## src/rtl/hazard_scoreboard.sv

```systemverilog
// N-way ID-stage hazard detector and forwarding-select unit with private EX/MEM dest shadows.
// Combinational decisions, zero latency; optional stats counters under HAZ_STATS_EN.
module hazard_scoreboard #(
  parameter int WAYS  = 3,
  parameter int REG_W = 5,
  parameter int FW    = 2 + $clog2(WAYS)
) (
  input  logic                          clock,
  input  logic                          reset_n,
  input  logic [WAYS-1:0]               id_valid,
  input  logic [WAYS*REG_W-1:0]         id_rs1,
  input  logic [WAYS*REG_W-1:0]         id_rs2,
  input  logic [WAYS-1:0]               id_rs1_used,
  input  logic [WAYS-1:0]               id_rs2_used,
  input  logic [WAYS*REG_W-1:0]         id_dest,
  input  logic [WAYS-1:0]               id_wr,
  input  logic [WAYS-1:0]               id_rd_mem,
  input  logic                          stall_in,
  input  logic                          flush,
  output logic [$clog2(WAYS+1)-1:0]     issue_count,
  output logic [WAYS*FW-1:0]            fwd_a,
  output logic [WAYS*FW-1:0]            fwd_b,
  output logic                          load_use
`ifdef HAZ_STATS_EN
  ,
  output logic [31:0]                   rollback_cnt,
  output logic [31:0]                   load_use_cnt
`endif
);

  localparam int CW = $clog2(WAYS+1);

  logic [WAYS-1:0]            ex_vld, ex_wr, ex_ld;
  logic [WAYS-1:0]            mem_vld, mem_wr, mem_ld;
  logic [WAYS-1:0][REG_W-1:0] ex_dest, mem_dest;

  logic [WAYS-1:0] blocked;
  logic [WAYS-1:0] lu_way;

  function automatic logic hit(input logic used, input logic pv, input logic pwr,
                               input logic [REG_W-1:0] pd, input logic [REG_W-1:0] src);
    return used & pv & pwr & (pd == src) & (pd != '0);
  endfunction

  function automatic logic [FW-1:0] fsel(input logic [1:0] st, input int k);
    logic [FW-1:0] f;
    f = FW'(st) << (FW - 2);
    f = f | FW'(k);
    return f;
  endfunction

  // Per-way blocking reasons: invalid, intra-bundle RAW, load-use against EX.
  always_comb begin
    blocked = '0;
    lu_way  = '0;
    for (int i = 0; i < WAYS; i++) begin
      blocked[i] = ~id_valid[i];
      for (int j = 0; j < i; j++) begin
        if (hit(id_rs1_used[i], id_valid[j], id_wr[j], id_dest[j*REG_W +: REG_W], id_rs1[i*REG_W +: REG_W]) ||
            hit(id_rs2_used[i], id_valid[j], id_wr[j], id_dest[j*REG_W +: REG_W], id_rs2[i*REG_W +: REG_W]))
          blocked[i] = 1'b1;
      end
      for (int k = 0; k < WAYS; k++) begin
        if (hit(id_rs1_used[i], ex_vld[k], ex_wr[k] & ex_ld[k], ex_dest[k], id_rs1[i*REG_W +: REG_W]) ||
            hit(id_rs2_used[i], ex_vld[k], ex_wr[k] & ex_ld[k], ex_dest[k], id_rs2[i*REG_W +: REG_W]))
          lu_way[i] = 1'b1;
      end
      blocked[i] = blocked[i] | lu_way[i];
    end
  end

  always_comb begin
    issue_count = CW'(WAYS);
    for (int i = WAYS - 1; i >= 0; i--) begin
      if (blocked[i]) issue_count = CW'(i);
    end
    load_use = 1'b0;
    for (int i = 0; i < WAYS; i++) begin
      if ((CW'(i) == issue_count) && id_valid[i] && lu_way[i]) load_use = 1'b1;
    end
  end

  // Later assignments win: MEM then EX, each scanned oldest to youngest way.
  always_comb begin
    logic [FW-1:0] sa, sb;
    fwd_a = '0;
    fwd_b = '0;
    for (int i = 0; i < WAYS; i++) begin
      sa = '0;
      sb = '0;
      for (int k = 0; k < WAYS; k++) begin
        if (hit(id_rs1_used[i], mem_vld[k], mem_wr[k], mem_dest[k], id_rs1[i*REG_W +: REG_W])) sa = fsel(2'b10, k);
        if (hit(id_rs2_used[i], mem_vld[k], mem_wr[k], mem_dest[k], id_rs2[i*REG_W +: REG_W])) sb = fsel(2'b10, k);
      end
      for (int k = 0; k < WAYS; k++) begin
        if (!ex_ld[k] && hit(id_rs1_used[i], ex_vld[k], ex_wr[k], ex_dest[k], id_rs1[i*REG_W +: REG_W])) sa = fsel(2'b01, k);
        if (!ex_ld[k] && hit(id_rs2_used[i], ex_vld[k], ex_wr[k], ex_dest[k], id_rs2[i*REG_W +: REG_W])) sb = fsel(2'b01, k);
      end
      if (CW'(i) < issue_count) begin
        fwd_a[i*FW +: FW] = sa;
        fwd_b[i*FW +: FW] = sb;
      end
    end
  end

  always_ff @(posedge clock or negedge reset_n) begin
    if (!reset_n) begin
      ex_vld   <= '0;
      ex_wr    <= '0;
      ex_ld    <= '0;
      ex_dest  <= '0;
      mem_vld  <= '0;
      mem_wr   <= '0;
      mem_ld   <= '0;
      mem_dest <= '0;
    end else if (flush) begin
      ex_vld  <= '0;
      mem_vld <= '0;
    end else if (!stall_in) begin
      mem_vld  <= ex_vld;
      mem_wr   <= ex_wr;
      mem_ld   <= ex_ld;
      mem_dest <= ex_dest;
      for (int k = 0; k < WAYS; k++) begin
        ex_vld[k]  <= (CW'(k) < issue_count);
        ex_dest[k] <= id_dest[k*REG_W +: REG_W];
      end
      ex_wr <= id_wr;
      ex_ld <= id_rd_mem;
    end
  end

`ifdef HAZ_STATS_EN
  logic [CW-1:0] n_valid;

  always_comb begin
    n_valid = '0;
    for (int i = 0; i < WAYS; i++) n_valid = n_valid + CW'(id_valid[i]);
  end

  always_ff @(posedge clock or negedge reset_n) begin
    if (!reset_n) begin
      rollback_cnt <= '0;
      load_use_cnt <= '0;
    end else if (!stall_in) begin
      if ((issue_count < n_valid) && (rollback_cnt != '1)) rollback_cnt <= rollback_cnt + 32'd1;
      if (load_use && (load_use_cnt != '1)) load_use_cnt <= load_use_cnt + 32'd1;
    end
  end
`endif

endmodule

```

## config.mk

```make
export PLATFORM = sky130hd
export DESIGN_NAME = hazard_scoreboard
export DESIGN_NICKNAME = d
export VERILOG_FILES = /design/src/rtl/hazard_scoreboard.sv
export SDC_FILE = /design/constraint.sdc
export NUM_CORES = 1
export LEC_CHECK = 0
export CAP_MARGIN = 10
export CORE_MARGIN = 1
export CORE_UTILIZATION = 40
export CTS_CLUSTER_SIZE = 25
export DETAILED_ROUTE_END_ITERATION = 10
export PLACE_DENSITY = 0.72
export SYNTH_ARGS = -nofsm -noshare
export SYNTH_HDL_FRONTEND = slang
export SYNTH_SLANG_ARGS = --single-unit
```

## constraint.sdc

```tcl
create_clock -name clock -period 3.5 [get_ports clock]
set_clock_uncertainty 0.2 [all_clocks]
set_input_delay 0.525 -clock clock [delete_from_list [all_inputs] [get_ports clock]]
set_output_delay 0.525 -clock clock [all_outputs]
set_load 0.03 [all_outputs]
```

==> results.sh, run 1 <==
export IMPL_status="complete, but fails checks"
export IMPL_violations="negative setup slack"
export IMPL_start_kind="register"
export IMPL_grt_pass1_wl_mm=31.5
export IMPL_clock_latency_ps=310
export IMPL_synthArstFlopShare_pct=100
export IMPL_holdBufCountCts=0
export IMPL_finalInstanceArea_um2=7570
export IMPL_arrival_ps=2950
export IMPL_grtUsageTotal_pct=32.3
export IMPL_synth_edff_count=0
export IMPL_io_buffers=90
export IMPL_drtIter0Drc=513
export IMPL_ys_seq_elements=45
export IMPL_dp_hpwl_mm=15.7
export IMPL_ant_nets=0
export IMPL_grt_setup_unrepaired="yes"
export IMPL_crit_fanout=9
export IMPL_drive_gt1_share_pct=35.1
export IMPL_cts_tree="yes"
export IMPL_cts_root_buf="clkbuf_16"
export IMPL_vias=5353
export IMPL_avgSynthCellArea_um2=8.56
export IMPL_core_um2=12800
export IMPL_syn_inst=618
export IMPL_setup_viol=19
export IMPL_drt_wl_total_mm=21.4
export IMPL_critPathKind="reg -> out"
export IMPL_ios=91
export IMPL_hold_viol=0
export IMPL_dieArea_um2=13700
export IMPL_final_max_slew_violation_count=0
export IMPL_grt_max_degree=46
export IMPL_dr_pass1_iters=5
export IMPL_required_ps=2770
export IMPL_grt_overflow_total=0
export IMPL_synth_warning_count=0
export IMPL_drc_errors=0
export IMPL_fmax_mhz=272
export IMPL_seq_area_frac_synth_pct=21.3
export IMPL_cts_buffer_depth=2
export IMPL_whs_ps=209
export IMPL_worst_slack_ps=-171
export IMPL_power_leakage_nw=2.90
export IMPL_yosysUniqueCellTypes=54
export IMPL_initial_core_util_pct=41.4
export IMPL_htreeDepth=2
export IMPL_synthesis_area_um2=5290
export IMPL_wl_per_cell_um=22.5
export IMPL_syn_nets=682
export IMPL_die_x_um=117
export IMPL_place_area_um2=6910
export IMPL_area_delta_synth_final_pct=43.0
export IMPL_numClockSinks=45
export IMPL_cts_buffers=5
export IMPL_slew_headroom_pct=27.8
export IMPL_worst_setup_path_end_kind="output pin"
export IMPL_antenna_found_initial=0
export IMPL_vias_per_cell=5.65
export IMPL_num_antenna_cells=0
export IMPL_yosys_most_used_dff="dfrtp_1"
export IMPL_p_per_area_nw_per_um2=345
export IMPL_rows=41
export IMPL_fin_crit_ps=3670
export IMPL_gp_congestion=0.991
export IMPL_worstHoldPathType="in -> async"
export IMPL_period_share_pct=105
export IMPL_drv_cap=0
export IMPL_clk_pin_slew_ps=70
export IMPL_tightest_slew_ps=1080
export IMPL_die_h_um=117
export IMPL_first_global_vias=5354
export IMPL_layout_nets=839
export IMPL_peakVddDrop_uv=249
## worst max-delay path, cell delays in order, from the launching register on
cell and delay [ps]:
dfrtp_1 380, or4_4 560, o21ai_4 240, buf_4 170
nor3_4 50, o21ai_4 160, and4_4 270, nand4_4 130
buf_12 190, nor3_4 210, buf_4 150, buf_12 110
## logic make-up after synthesis
kind of cell | count (synthesis) | share of synthesized area (%)
XOR/XNOR | 210 | 34.8
AND/OR/NAND/NOR | 185 | 20.2
buffers and inverters | 87 | 7.90
AO/OA/AOI/OAI | 49 | 6.98
flip-flops | 45 | 21.3
multiplexers | 42 | 8.84
## synthesized netlist by cell type (2+ instances only)
cell type / n / share of area, %
and2_1: 2 / 0.24
buf_4: 2 / 0.28
mux2_2: 38 / 8.1
a21oi_1: 17 / 1.6
inv_1: 8 / 0.57
and3_1: 3 / 0.35
buf_6: 9 / 1.9
o21ai_0: 4 / 0.38
buf_1: 4 / 0.28
nand4_1: 28 / 3.3
nor3_2: 7 / 1.3
nor2_1: 24 / 1.7
nand3_1: 14 / 1.3
mux2i_1: 4 / 0.76
nand3b_1: 2 / 0.28
o211ai_1: 5 / 0.71
buf_2: 12 / 1.1
clkbuf_1: 50 / 3.5
or3_1: 2 / 0.24
xnor2_1: 122 / 20
or4_1: 5 / 0.71
o31ai_1: 5 / 0.71
or4_4: 3 / 0.64
o21ai_4: 2 / 0.61
nor3_1: 32 / 3.0
xor2_1: 88 / 15
o21ai_2: 2 / 0.33
dfrtp_1: 45 / 21
nor4_1: 33 / 3.9
a31oi_1: 2 / 0.24
nand2_1: 21 / 1.5
## flip-flops by register name, indices dropped and copies added (netlist names)
name / flops
ex_ld: 3
mem_dest: 15
ex_dest: 15
ex_vld: 3
mem_vld: 3
mem_wr: 3
ex_wr: 3
## final timing paths
| check | startpoint | depth (start not counted) | to | slack, ps |
|---|---|---|---|---|
| setup / recovery | ex_dest[7] | 11 | fwd_b[7] | -170 |
| hold / removal | reset_n | 1 | ex_dest[5] | 210 |
| setup reg to reg | ex_dest[7] | 11 | ex_vld[2] | 510 |
| hold reg to reg | mem_wr[2] | 1 | mem_wr[2] | 320 |
| max in group asynchronous | reset_n | 1 | mem_dest[8] | 2170 |
| min in group clock | mem_wr[2] | 1 | mem_wr[2] | 320 |
## layout make-up
cell class / instances / area (µm²)
fill: 1106 / 5210
multi-input combinational: 487 / 4050
timing repair buffer: 227 / 1980
sequential: 45 / 1130
tap: 172 / 215
clock buffer: 5 / 125
inverter: 9 / 33.8
clock inverter: 3 / 28.8
## report_power, final
part,internal (W),leakage (nW),switching (W),total [W]
Sequential,0.000606,0.540,0.000193,0.000799
Clock,0.000276,0.0767,0.000251,0.000527
Combinational,0.000632,2.28,0.000653,0.00129
Total,0.00151,2.90,0.00110,0.00261
## repair_timing
item | 4_1_cts | 5_1_grt
setup endpoints to repair | 23 | 22
pin swaps | 15 | 11
setup buffers | 9 | 9
resized for setup | 37 | 45
gates cloned | 1 | 0
endpoints found under the hold margin | 0 | 0
## cell usage in the layout (no fill, tap or decap), types with 3 or more instances in the layout
| cell | instances |
|---|---|
| buf_12 | 4 |
| nand4_1 | 28 |
| nand3_1 | 14 |
| dlygate4sd2_1 | 5 |
| mux2i_1 | 4 |
| o211ai_1 | 5 |
| dfrtp_1 | 43 |
| mux2_2 | 38 |
| nor3_2 | 9 |
| o31ai_1 | 5 |
| nor4_4 | 3 |
| buf_4 | 139 |
| xnor2_1 | 122 |
| nand2_1 | 21 |
| and3_1 | 3 |
| clkdlybuf4s50_1 | 57 |
| o21ai_0 | 4 |
| clkbuf_16 | 5 |
| or4_1 | 4 |
| nor4_2 | 5 |
| buf_6 | 20 |
| a21oi_4 | 3 |
| o21ai_4 | 3 |
| a21oi_1 | 9 |
| xor2_1 | 88 |
| nor3_4 | 8 |
| inv_1 | 8 |
| nor3_1 | 22 |
| or4_4 | 4 |
| a21oi_2 | 5 |
| nor4_1 | 25 |
| nor2_1 | 20 |
## metal layers
layer | up-vias | global-route usage [%] | share of wire (%)
met5 | - | 0 | 0
met4 | 0 | 13.4 | 3.6
met3 | 66 | 7.72 | 10
met2 | 303 | 51.4 | 45
met1 | 2551 | 42.0 | 41
li1 | 2433 | - | -
## per-stage QoR
| step | power [W] | TNS, ps | cells | setup WS, ps | utilization [%] |
|---|---|---|---|---|---|
| finish | 0.00261 | -1580 | 948 | -171 | 59.2 |
| global route | 0.00272 | -3180 | 948 | -239 | 59.2 |
| CTS | 0.00255 | -1390 | 939 | -122 | 56.9 |
| detailed placement | 0.00199 | -1220 | 924 | -168 | 54.1 |
| global placement | 0.00195 | -334 | 924 | -133 | 54.1 |
| floorplan | 0.00153 | -1160 | 618 | -241 | - |
(Power assumes the default switching activity.)
==> run 2, diff against run 1 <==
CTS_CLUSTER_DIAMETER = 200   (was default)
CTS_CLUSTER_SIZE = default   (was 25)
RECOVER_POWER = 25   (was default)
==> run 2 against run 1 <==
Against the previous run: the flow finishes with violations (max-capacitance violations, max-slew violations, negative setup slack); non-clock buffer count is the same; cell area is essentially flat; flip-flop and latch count is the same; final cell count is the same; wire length is essentially flat; global-route usage is the same; critical path depth is the same; maximum frequency is the same; clock power is essentially flat; via count is the same; core utilization is essentially flat; critical path type unchanged; critical endpoint unchanged; highest routed layer unchanged.
==> results.sh, run 2 (synthesis results as in run 1) <==
export IMPL_cts_buffers=5
export IMPL_peakVddDrop_uv=249
export IMPL_violations="max-capacitance violations, max-slew violations, negative setup slack"
export IMPL_grtUsageTotal_pct=32.3
export IMPL_slew_headroom_pct=-72.3
export IMPL_final_util_pct=59.2
export IMPL_drt_wl_total_mm=21.4
export IMPL_layout_nets=839
export IMPL_critPathKind="reg -> out"
export IMPL_clk_pin_slew_ps=70
export IMPL_mostFrequentLayoutCell="buf_4"
export IMPL_p_total_w=0.00261
export IMPL_antenna_found_initial=0
export IMPL_crit_fanout=9
export IMPL_cts_root_buf="clkbuf_16"
export IMPL_period_share_pct=105
export IMPL_drv_cap=1
export IMPL_top_regs="ex_dest: 15 flops, mem_dest: 15 flops"
export IMPL_placedCellCount=924
export IMPL_drive_gt1_share_pct=34.9
export IMPL_first_global_vias=5354
export IMPL_stdcell_count=948
export IMPL_drtIter0Drc=513
export IMPL_status="complete, but fails checks"
export IMPL_area_delta_synth_final_pct=43.0
export IMPL_ant_nets=0
export IMPL_final_cell_mix="139 x buf_4, 122 x xnor2_1, 88 x xor2_1"
export IMPL_setup_viol=19
export IMPL_grt_max_degree=46
export IMPL_vias_per_cell=5.65
export IMPL_core_um2=12800
export IMPL_fmax_mhz=272
export IMPL_grt_pass1_wl_mm=31.5
export IMPL_htreeDepth=2
export IMPL_grt_setup_unrepaired="yes"
export IMPL_start_kind="register"
export IMPL_initial_core_util_pct=41.4
export IMPL_dp_hpwl_mm=15.7
export IMPL_worst_slack_ps=-171
export IMPL_drc_errors=0
export IMPL_multi_input_area_um2=4050
export IMPL_rows=41
export IMPL_vias=5353
export IMPL_wl_per_cell_um=22.5
export IMPL_final_max_slew_violation_count=46
export IMPL_seq_area_um2=1130
export IMPL_cts_tree="yes"
export IMPL_fin_crit_ps=3670
export IMPL_num_antenna_cells=0
export IMPL_holdBufCountCts=0
export IMPL_nFillCells=1105
export IMPL_dr_pass1_iters=5
export IMPL_cts_buffer_depth=2
export IMPL_die_x_um=117
export IMPL_die_h_um=117
export IMPL_tightest_slew_ps=2580
export IMPL_hold_viol=0
export IMPL_required_ps=2770
export IMPL_io_buffers=90
export IMPL_p_per_area_nw_per_um2=345
export IMPL_worstHoldPathType="reg -> reg"
export IMPL_power_leakage_nw=2.89
export IMPL_dieArea_um2=13700
export IMPL_numClockSinks=45
export IMPL_gp_congestion=0.991
export IMPL_worst_setup_path_end_kind="output pin"
export IMPL_arrival_ps=2950
export IMPL_clock_latency_ps=310
export IMPL_grt_overflow_total=0
export IMPL_dp_slack_ps=-168
export IMPL_ios=91
export IMPL_tns_ps=-1580
## run 2: cell types whose count changed in the layout (fill, tap and decap cells not counted)
cell	delta
buf_2	-1
clkbuf_1	+1
## run 2: timing repair
| item | 4_1_cts | 5_1_grt |
|---|---|---|
| pin swaps | 15 | 11 |
| buffers inserted | 9 | 9 |
| endpoints found under the hold margin | 0 | 0 |
| endpoints found under the setup margin | 23 | 22 |
| gates cloned | 1 | 0 |
| gates resized for setup | 37 | 45 |
## run 2: cell type report
class / count / share of cell area [%]
Multi-Input combinational cell: 487 / 53.6
Timing Repair Buffer: 227 / 26.2
Sequential cell: 45 / 14.9
Tap cell: 172 / 2.84
Clock buffer: 5 / 1.65
Inverter: 9 / 0.447
Clock inverter: 3 / 0.380
## run 2: critical path: stages (launching register included)
cell     delay [ps]
dfrtp_1         380
or4_4           560
o21ai_4         240
buf_4           170
nor3_4           50
o21ai_4         160
and4_4          270
nand4_4         130
buf_12          190
nor3_4          210
buf_4           150
buf_12          110
## run 2: worst paths after layout
path,from,endpoint,slack [ps],cells past startpoint
worst max-delay path,ex_dest[7],fwd_b[7],-170,11
worst min register to register,mem_wr[2],mem_wr[2],320,1
worst max register to register,ex_dest[7],ex_vld[2],510,11
max in group asynchronous,reset_n,mem_dest[8],640,1
min in group asynchronous,reset_n,ex_dest[5],820,1
worst min-delay path,mem_wr[2],mem_wr[2],320,1
## run 2: per-layer routing
| metal | part of all wire, % | GRT usage (%) |
|---|---|---|
| met4 | 3.6 | 13.4 |
| met3 | 10 | 7.72 |
| met1 | 41 | 42.0 |
| met5 | 0 | 0 |
| met2 | 45 | 51.4 |
## run 2: report_power, final
group	switching, W	internal [W]
combinational	0.000653	0.000632
clock	0.000251	0.000276
sequential	0.000193	0.000606
total	0.00110	0.00151
## run 2: through the flow
stage | hold WS (ps) | area (µm²)
2_1_floorplan | 29.4 | 5300
3_3_place_gp | 290 | 6910
3_5_place_dp | 303 | 6910
4_1_cts | 242 | 7270
5_1_grt | 333 | 7560
6_report | 316 | 7560
